==> src/rtl/mc_control_if.sv <==
// mc_control_if: bundles the opcode/handshake inputs and the datapath
// control outputs of the multicycle main control unit.
// The controller uses the master modport; the datapath side uses slave.
interface mc_control_if;
  logic [5:0] opcode;
  logic       mem_ready;
  logic [1:0] aluop;
  logic       alu_src_a;
  logic [1:0] alu_src_b;
  logic [1:0] pc_source;
  logic       pc_write;
  logic       pc_write_cond;
  logic       i_or_d;
  logic       mem_read;
  logic       mem_write;
  logic       ir_write;
  logic       mem_to_reg;
  logic       reg_dst;
  logic       reg_write;
  logic       instr_done;
  logic       illegal_op;
  logic [3:0] state;

  modport master (
    input  opcode, mem_ready,
    output aluop, alu_src_a, alu_src_b, pc_source, pc_write, pc_write_cond,
           i_or_d, mem_read, mem_write, ir_write, mem_to_reg, reg_dst,
           reg_write, instr_done, illegal_op, state
  );

  modport slave (
    output opcode, mem_ready,
    input  aluop, alu_src_a, alu_src_b, pc_source, pc_write, pc_write_cond,
           i_or_d, mem_read, mem_write, ir_write, mem_to_reg, reg_dst,
           reg_write, instr_done, illegal_op, state
  );
endinterface

==> src/rtl/mc_control.sv <==
// mc_control: multicycle MIPS32 main control FSM. Sequences lw, sw,
// R-format, beq and j over 3-5 cycles, stalling on mem_ready in FETCH,
// MEM_READ and MEM_WRITE.
// Optional feature: define MC_CONTROL_ADDI_EN to build the addi path
// (ADDI_EXEC/ADDI_WB); otherwise opcode 001000 is reported as illegal.
module mc_control (
  input  logic         clk,
  input  logic         rst_n,
  mc_control_if.master ctl
);

  typedef enum logic [3:0] {
    FETCH     = 4'd0,
    DECODE    = 4'd1,
    MEM_ADDR  = 4'd2,
    MEM_READ  = 4'd3,
    MEM_WB    = 4'd4,
    MEM_WRITE = 4'd5,
    EXECUTE   = 4'd6,
    R_WB      = 4'd7,
    BRANCH    = 4'd8,
    JUMP      = 4'd9,
    ADDI_EXEC = 4'd10,
    ADDI_WB   = 4'd11
  } state_e;

  localparam logic [5:0] OP_RTYPE = 6'b000000;
  localparam logic [5:0] OP_J     = 6'b000010;
  localparam logic [5:0] OP_BEQ   = 6'b000100;
  localparam logic [5:0] OP_ADDI  = 6'b001000;
  localparam logic [5:0] OP_LW    = 6'b100011;
  localparam logic [5:0] OP_SW    = 6'b101011;

  state_e state_q, state_d;

  // Next-state selection; unused encodings fall back to FETCH.
  always_comb begin
    state_d = state_q;
    case (state_q)
      FETCH:     if (ctl.mem_ready) state_d = DECODE;
      DECODE: begin
        case (ctl.opcode)
          OP_LW, OP_SW: state_d = MEM_ADDR;
          OP_RTYPE:     state_d = EXECUTE;
          OP_BEQ:       state_d = BRANCH;
          OP_J:         state_d = JUMP;
`ifdef MC_CONTROL_ADDI_EN
          OP_ADDI:      state_d = ADDI_EXEC;
`endif
          default:      state_d = FETCH;
        endcase
      end
      MEM_ADDR:  state_d = (ctl.opcode == OP_SW) ? MEM_WRITE : MEM_READ;
      MEM_READ:  if (ctl.mem_ready) state_d = MEM_WB;
      MEM_WB:    state_d = FETCH;
      MEM_WRITE: if (ctl.mem_ready) state_d = FETCH;
      EXECUTE:   state_d = R_WB;
      R_WB:      state_d = FETCH;
      BRANCH:    state_d = FETCH;
      JUMP:      state_d = FETCH;
`ifdef MC_CONTROL_ADDI_EN
      ADDI_EXEC: state_d = ADDI_WB;
      ADDI_WB:   state_d = FETCH;
`endif
      default:   state_d = FETCH;
    endcase
  end

  // State register; reset returns to FETCH without waiting for a clock.
  always_ff @(posedge clk or negedge rst_n) begin
    if (!rst_n) state_q <= FETCH;
    else        state_q <= state_d;
  end

  // Datapath controls decoded from the current state; everything is held
  // at zero while reset is asserted so no write can slip out.
  always_comb begin
    ctl.aluop         = 2'b00;
    ctl.alu_src_a     = 1'b0;
    ctl.alu_src_b     = 2'b00;
    ctl.pc_source     = 2'b00;
    ctl.pc_write      = 1'b0;
    ctl.pc_write_cond = 1'b0;
    ctl.i_or_d        = 1'b0;
    ctl.mem_read      = 1'b0;
    ctl.mem_write     = 1'b0;
    ctl.ir_write      = 1'b0;
    ctl.mem_to_reg    = 1'b0;
    ctl.reg_dst       = 1'b0;
    ctl.reg_write     = 1'b0;
    ctl.instr_done    = 1'b0;
    ctl.illegal_op    = 1'b0;
    ctl.state         = 4'd0;
    if (rst_n) begin
      ctl.state = state_q;
      case (state_q)
        FETCH: begin
          ctl.mem_read  = 1'b1;
          ctl.alu_src_b = 2'b01;
          ctl.ir_write  = ctl.mem_ready;
          ctl.pc_write  = ctl.mem_ready;
        end
        DECODE: begin
          ctl.alu_src_b = 2'b11;
          case (ctl.opcode)
            OP_LW, OP_SW, OP_RTYPE, OP_BEQ, OP_J: ctl.illegal_op = 1'b0;
`ifdef MC_CONTROL_ADDI_EN
            OP_ADDI: ctl.illegal_op = 1'b0;
`endif
            default: ctl.illegal_op = 1'b1;
          endcase
        end
        MEM_ADDR: begin
          ctl.alu_src_a = 1'b1;
          ctl.alu_src_b = 2'b10;
        end
        MEM_READ: begin
          ctl.mem_read = 1'b1;
          ctl.i_or_d   = 1'b1;
        end
        MEM_WB: begin
          ctl.reg_write  = 1'b1;
          ctl.mem_to_reg = 1'b1;
          ctl.instr_done = 1'b1;
        end
        MEM_WRITE: begin
          ctl.mem_write  = 1'b1;
          ctl.i_or_d     = 1'b1;
          ctl.instr_done = ctl.mem_ready;
        end
        EXECUTE: begin
          ctl.alu_src_a = 1'b1;
          ctl.aluop     = 2'b10;
        end
        R_WB: begin
          ctl.reg_dst    = 1'b1;
          ctl.reg_write  = 1'b1;
          ctl.instr_done = 1'b1;
        end
        BRANCH: begin
          ctl.alu_src_a     = 1'b1;
          ctl.aluop         = 2'b01;
          ctl.pc_write_cond = 1'b1;
          ctl.pc_source     = 2'b01;
          ctl.instr_done    = 1'b1;
        end
        JUMP: begin
          ctl.pc_write   = 1'b1;
          ctl.pc_source  = 2'b10;
          ctl.instr_done = 1'b1;
        end
`ifdef MC_CONTROL_ADDI_EN
        ADDI_EXEC: begin
          ctl.alu_src_a = 1'b1;
          ctl.alu_src_b = 2'b10;
        end
        ADDI_WB: begin
          ctl.reg_write  = 1'b1;
          ctl.instr_done = 1'b1;
        end
`endif
        default: ctl.state = state_q;
      endcase
    end
  end

endmodule

==> src/flat_wrapper.sv <==
// flat-port wrapper written by rule: the top's interface ports become plain ports
module mc_control_flat 
  (clk, rst_n, ctl_opcode, ctl_mem_ready, ctl_aluop, ctl_alu_src_a, ctl_alu_src_b, ctl_pc_source, ctl_pc_write, ctl_pc_write_cond, ctl_i_or_d, ctl_mem_read, ctl_mem_write, ctl_ir_write, ctl_mem_to_reg, ctl_reg_dst, ctl_reg_write, ctl_instr_done, ctl_illegal_op, ctl_state);
  mc_control_if ctl_i ();
  input  logic clk;
  input  logic rst_n;
  input wire logic [$bits(ctl_i.opcode)-1:0] ctl_opcode;
  input wire logic [$bits(ctl_i.mem_ready)-1:0] ctl_mem_ready;
  output wire logic [$bits(ctl_i.aluop)-1:0] ctl_aluop;
  output wire logic [$bits(ctl_i.alu_src_a)-1:0] ctl_alu_src_a;
  output wire logic [$bits(ctl_i.alu_src_b)-1:0] ctl_alu_src_b;
  output wire logic [$bits(ctl_i.pc_source)-1:0] ctl_pc_source;
  output wire logic [$bits(ctl_i.pc_write)-1:0] ctl_pc_write;
  output wire logic [$bits(ctl_i.pc_write_cond)-1:0] ctl_pc_write_cond;
  output wire logic [$bits(ctl_i.i_or_d)-1:0] ctl_i_or_d;
  output wire logic [$bits(ctl_i.mem_read)-1:0] ctl_mem_read;
  output wire logic [$bits(ctl_i.mem_write)-1:0] ctl_mem_write;
  output wire logic [$bits(ctl_i.ir_write)-1:0] ctl_ir_write;
  output wire logic [$bits(ctl_i.mem_to_reg)-1:0] ctl_mem_to_reg;
  output wire logic [$bits(ctl_i.reg_dst)-1:0] ctl_reg_dst;
  output wire logic [$bits(ctl_i.reg_write)-1:0] ctl_reg_write;
  output wire logic [$bits(ctl_i.instr_done)-1:0] ctl_instr_done;
  output wire logic [$bits(ctl_i.illegal_op)-1:0] ctl_illegal_op;
  output wire logic [$bits(ctl_i.state)-1:0] ctl_state;
  assign ctl_i.opcode = ctl_opcode;
  assign ctl_i.mem_ready = ctl_mem_ready;
  assign ctl_aluop = ctl_i.aluop;
  assign ctl_alu_src_a = ctl_i.alu_src_a;
  assign ctl_alu_src_b = ctl_i.alu_src_b;
  assign ctl_pc_source = ctl_i.pc_source;
  assign ctl_pc_write = ctl_i.pc_write;
  assign ctl_pc_write_cond = ctl_i.pc_write_cond;
  assign ctl_i_or_d = ctl_i.i_or_d;
  assign ctl_mem_read = ctl_i.mem_read;
  assign ctl_mem_write = ctl_i.mem_write;
  assign ctl_ir_write = ctl_i.ir_write;
  assign ctl_mem_to_reg = ctl_i.mem_to_reg;
  assign ctl_reg_dst = ctl_i.reg_dst;
  assign ctl_reg_write = ctl_i.reg_write;
  assign ctl_instr_done = ctl_i.instr_done;
  assign ctl_illegal_op = ctl_i.illegal_op;
  assign ctl_state = ctl_i.state;
  mc_control u_core (.clk(clk), .rst_n(rst_n), .ctl(ctl_i));
endmodule
==> config.mk <==
export PLATFORM = sky130hd
export DESIGN_NAME = mc_control_flat
export DESIGN_NICKNAME = d
export VERILOG_FILES = /design/src/rtl/mc_control_if.sv /design/src/rtl/mc_control.sv /design/src/flat_wrapper.sv
export SDC_FILE = /design/constraint.sdc
export NUM_CORES = 1
export LEC_CHECK = 0
export ABC_AREA = 0
export BUFFER_PORTS_ARGS = -buffer_cell sky130_fd_sc_hd__clkbuf_2
export CORE_AREA = 2 2 40 42
export CTS_BUF_LIST = sky130_fd_sc_hd__clkbuf_4
export CTS_CLUSTER_SIZE = 24
export DETAILED_ROUTE_END_ITERATION = 6
export DIE_AREA = 0 0 42 44
export PLACE_DENSITY = 0.72
export SLEW_MARGIN = 20
export SYNTH_ARGS = -nofsm -noshare
export SYNTH_HDL_FRONTEND = slang
export SYNTH_SLANG_ARGS = --single-unit
==> constraint.sdc <==
create_clock -name clk -period 1.3 [get_ports clk]
set_input_delay 0.195 -clock clk [delete_from_list [all_inputs] [get_ports clk]]
set_output_delay 0.195 -clock clk [all_outputs]
set_load 0.01 [all_outputs]
After elaboration in Yosys (flattened, before gate mapping)
Cells that the tools add are included.
- input bits: 9
- output and inout bits: 22
- bits in registers: 4
- logic and storage cells: 65
- equality and inequality tests: 16
- reduce and logical (&&, ||, !) cells: 10
- muxes and demuxes: 38
- operator list (operator ; number):
    4-bit one-hot mux with 6 select lines ; 1
    1-bit two-way mux ; 23
    4-bit by 3-bit equality test with 1-bit output (second input constant) ; 4
    4-bit two-way mux ; 4
    4-bit one-hot mux with 4 select lines ; 1
    6-bit equality test (second input constant) ; 2
    4-bit by 2-bit equality test with 1-bit output (second input constant) ; 2
    4-bit equality test (second input constant) ; 2
    2-bit one-hot mux with 2 select lines ; 2
    2-bit OR reduction ; 4
    6-bit by 2-bit equality test with 1-bit output (second input constant) ; 1
    6-bit by 3-bit equality test with 1-bit output (second input constant) ; 1
    6-bit zero test ; 1
    2-bit two-way mux ; 3
    2-bit != test (second input constant) ; 3
    2-bit one-hot mux with 3 select lines ; 1
    5-bit OR reduction ; 1
    4-bit by 1-bit equality test with 1-bit output (second input constant) ; 1
    4-bit zero test ; 1
    1-bit one-hot mux with 2 select lines ; 2
    4-bit OR reduction ; 1
    3-bit two-way mux ; 1
    3-bit AND reduction ; 1
    3-bit OR reduction ; 1

Depth between registers and ports, before layout
- depth after elaboration: 5
- depth in mapped cells: 5
- depth with buffers taken out: 4

Worst setup path after synthesis
No wires, ideal clock.
- path type: reg2out
- from: register u_core.state_q[2]
- to: output port ctl_pc_source[0]
- data required time: 1105 ps
- cell stages (with the launch flop): 6
- data arrival time: 1530 ps
- setup slack: -425 ps
- path through: dfrtp_1 > buf_2 > inv_2 > nand2_1 > nor4b_1 > buf_4
- word-level cells in the longest chain between the ends: 3
- elaborated cells between the ends (all ways): 4
- ends and longest elaborated chain (element ; line ; text):
    from (decl) ; mc_control.sv:34 ; state_e state_q, state_d;
    from (signal assigned) ; mc_control.sv:72 ; else state_q <= state_d;
    4-bit equality test ; mc_control.sv:96 ; case (state_q)
    2-bit one-hot mux with 2 select lines * ; mc_control.sv:96 ;
    2-bit two-way mux * ; mc_control.sv:94 ; if (rst_n) begin
    to (decl) ; flat_wrapper.sv:12 ; output wire logic [$bits(ctl_i.pc_source)-1:0] ctl_pc_source;
Mark *: on every way between the ends. The rest lies on a longest branch, timed or not.

Worst setup path in the final report
- from: register u_core.state_q[0]
- to: output port ctl_instr_done
- word-level cells in the longest chain between the ends: 4
- elaborated cells between the ends (all ways): 8
- ends and longest elaborated chain (element ; line ; text):
    4-bit by 3-bit equality test with 1-bit output / 4-bit equality test (equally long branches) ; mc_control.sv:96 ;
    4-bit OR reduction (no source line) ; - ;
    1-bit one-hot mux with 2 select lines * ; mc_control.sv:96 ;
    1-bit two-way mux * ; mc_control.sv:94 ;
    to (decl) ; flat_wrapper.sv:22 ; output wire logic [$bits(ctl_i.instr_done)-1:0] ctl_instr_done;
Marks and branches as above.

==> impl_metrics.yaml <==
routing:
  ant_nets: 0
  routed_wl_mm: 3.039
  drt_first_pass_iters: 4
  drc: 0
  vias_per_cell: 5.701
  vias: 895
  drt-initial-drc-count: 23
  wl_per_cell_um: 19.36
sta:
  fin_crit_ps: 1681
  hold_violations: 0
  drv_slew: 0
  fin_crit_sh: 1.293
  post-route-worst-setup-slack_ps: -380.9
  worstMarginPinSlew_ps: 453.8
  rsz0062_at_grt: "yes"
  finClkSkew_ps: 1.443
  fmax_ghz: 0.5949
  setup_viol: 25
  slew_headroom: 0.6947
global_route:
  grt_pass1_wl_mm: 3.443
  overflow: 0
  antenna_found_initial: 0
  first_global_vias: 765
  grt_max_degree: 8
  grt_usage: 0.2478
pwr:
  power_uw: 1920
  clock_power_share: 0.109
  pwr-share-comb: 0.769
  power.internal_uw: 1096
  cellLeakagePower_uw: 0.0006191
  power_switching_uw: 823.5
  power.density_mw_per_mm2: 1559
  power_frac_seq: 0.123
  vdd_drop_max_mv: 1.088
  swShare: 0.4289
yosys:
  synth_edf_count: 0
  yosys.area_share.simple: 0.5025
  yosys-mux-area-fraction: 0
  syn-cell-area_sq_um: 505.5
  avgSynthCellArea_sq_um: 6.924
  synth_top_family_by_area: "simple AND/OR/NAND/NOR gates"
  ys.flop_type: "dfrtp_1"
  ys_ff_latch: 4
  synth_compound_area_frac: 0.1807
  synth.distinct_cells: 34
  ys_warn_count: 0
  synth_fa_ha_area_frac: 0
  ys_seq_area_frac: 0.1980
  syn_nets: 82
  async_flop_share: 1.000
  synth-xor-area-share: 0.03465
  synth_cells: 73
layout:
  final_cell_mix: "27 x buf_4, 15 x clkbuf_2, 13 x buf_2, 13 x buf_6, 5 x nor2_1"
  fillers: 68
  layout-drive-gt1-share: 0.7730
  layout_commonest_cell: "buf_4"
  final_nets: 151
  largest_reg_flops: 4
  regMostFlops: "u_core.state_q"
  fin_util: 0.8677
  synthToLayoutAreaGrowth_pct: 143.6
  antenna_cells: 0
  top_regs: "u_core.state_q x4"
clock_tree:
  cts_buffers: 3
  clk_path_buf_depth: 2
  clk_latency_ps: 250
  cts_tree: "done"
  cts.reportedPaths.clkPinSlew_ps: 50
  cts_root_buf: "clkbuf_4"
  cts_max_level: 1
  cts_sinks: 4
worst_setup_path:
  critPathMaxFanout: 5
  max_stage_delay_ps: 460
  timing.critical_path.arrival_ps: 1490
  worst-setup-path-type: "flop to primary output"
  crit_chain: "buf_12 -> nand2b_4 -> o21ai_4 -> nor3_2 -> o21a_1 -> buf_2"
  worst_ep_required_time_ps: 1110
  critPathSlowestCell: "dfrtp_2"
  end_kind: "primary output"
  crit_path_start_kind: "flop"
floorplan:
  io_pins: 31
  die_x_um: 42
  design.die.area_sq_mm: 0.001848
  core_region_area_sq_mm: 0.001419
  die_h_um: 44
  rows: 14
  initial_core_util: 0.3563
status:
  violations: "setup timing"
  status: "complete, but fails checks"
hold_path:
  hold_class: "primary input to flop"
placed_design:
  gp_congestion: 0.8512
  dp_slack_ps: -100.2
  portBuffers: 30
  hpwl_mm: 1.418
job:
  drv_cap: 0
[worst paths after layout]
path,start,endpoint,slack [ps],depth (start not counted)
max,u_core.state_q[0]$_DFFE_PN0P_,ctl_instr_done,-380,6
min,ctl_opcode[4],u_core.state_q[3]$_DFFE_PN0P_,420,5
max reg2reg,u_core.state_q[0]$_DFFE_PN0P_,u_core.state_q[1]$_DFFE_PN0P_,-260,6
min reg2reg,u_core.state_q[2]$_DFFE_PN0P_,u_core.state_q[3]$_DFFE_PN0P_,710,2
max in group asynchronous,rst_n,u_core.state_q[1]$_DFFE_PN0P_,490,3
min in group asynchronous,rst_n,u_core.state_q[3]$_DFFE_PN0P_,620,3
[power groups by stage]
stage	Combinational, uW	Clock [uW]	Sequential [uW]
CTS	960	212	237
floorplan	490	0	191
global route	1540	223	237
finish	1480	209	235
detailed placement	833	0	215
global placement	817	0	216
[cell usage after synthesis (all sizes together) (2+ instances only)]
master,count,area [sq um]
dfrtp,4,100.1
buf,6,35.03
inv,2,7.500
o21ai,2,10.00
or2,3,18.78
nor4,3,18.77
nor3,5,25.02
a21oi,4,20.02
nor2,11,41.29
a21o,2,15.01
nand2,6,22.52
and2,4,25.02
nor4b,4,41.29
nand2b,3,18.77
[area by class of cell]
type                            instances  area (sq um)  share of cell area
Inverter                                2         10.01            0.008130
Timing Repair Buffer                   70         519.2              0.4217
Clock buffer                            4         30.03             0.02439
Tap cell                               16         20.02             0.01626
Multi-Input combinational cell         61         546.8              0.4441
Sequential cell                         4         105.1             0.08537
[metal layers]
metal / GRT usage / wire length (um) / vias to the layer above
li1: - / - / 395
met1: 0.2900 / 1103 / 431
met2: 0.4438 / 1626 / 57
met3: 0.05000 / 192 / 12
met4: 0.09677 / 116 / 0
met5: 0 / 0 / -
[worst max-delay path: cells and delay by family (launching register included)]
family	cells	cell delay, ps
AND/OR/NAND/NOR	2	160
buffers and inverters	2	260
flip-flops	1	460
AO/OA/AOI/OAI	2	350
[through the flow]
step | hold WS, ps | std cells | setup TNS (ps) | instance area [sq um]
finish | 417.0 | 157 | -5927 | 1231
global route | 444.7 | 157 | -6950 | 1231
CTS | 362.8 | 144 | -4383 | 1016
detailed placement | 248.9 | 138 | -443.2 | 888.4
global placement | 229.5 | 138 | -360.9 | 888.4
floorplan | -100.6 | 73 | -174.9 | 574.3
[repair_timing]
action,CTS,global route
resized for setup,22,40
pin swaps,5,8
setup endpoints to repair,24,25
hold endpoints to repair,4,0
buffers inserted,1,13
hold buffers,1,0
[logic make-up after synthesis]
kind of cell / Yosys count
simple gates: 45
compound gates: 14
buf+inv: 8
xor+xnor: 2
flops: 4
Note: power is estimated with default switching activity, not from simulation.
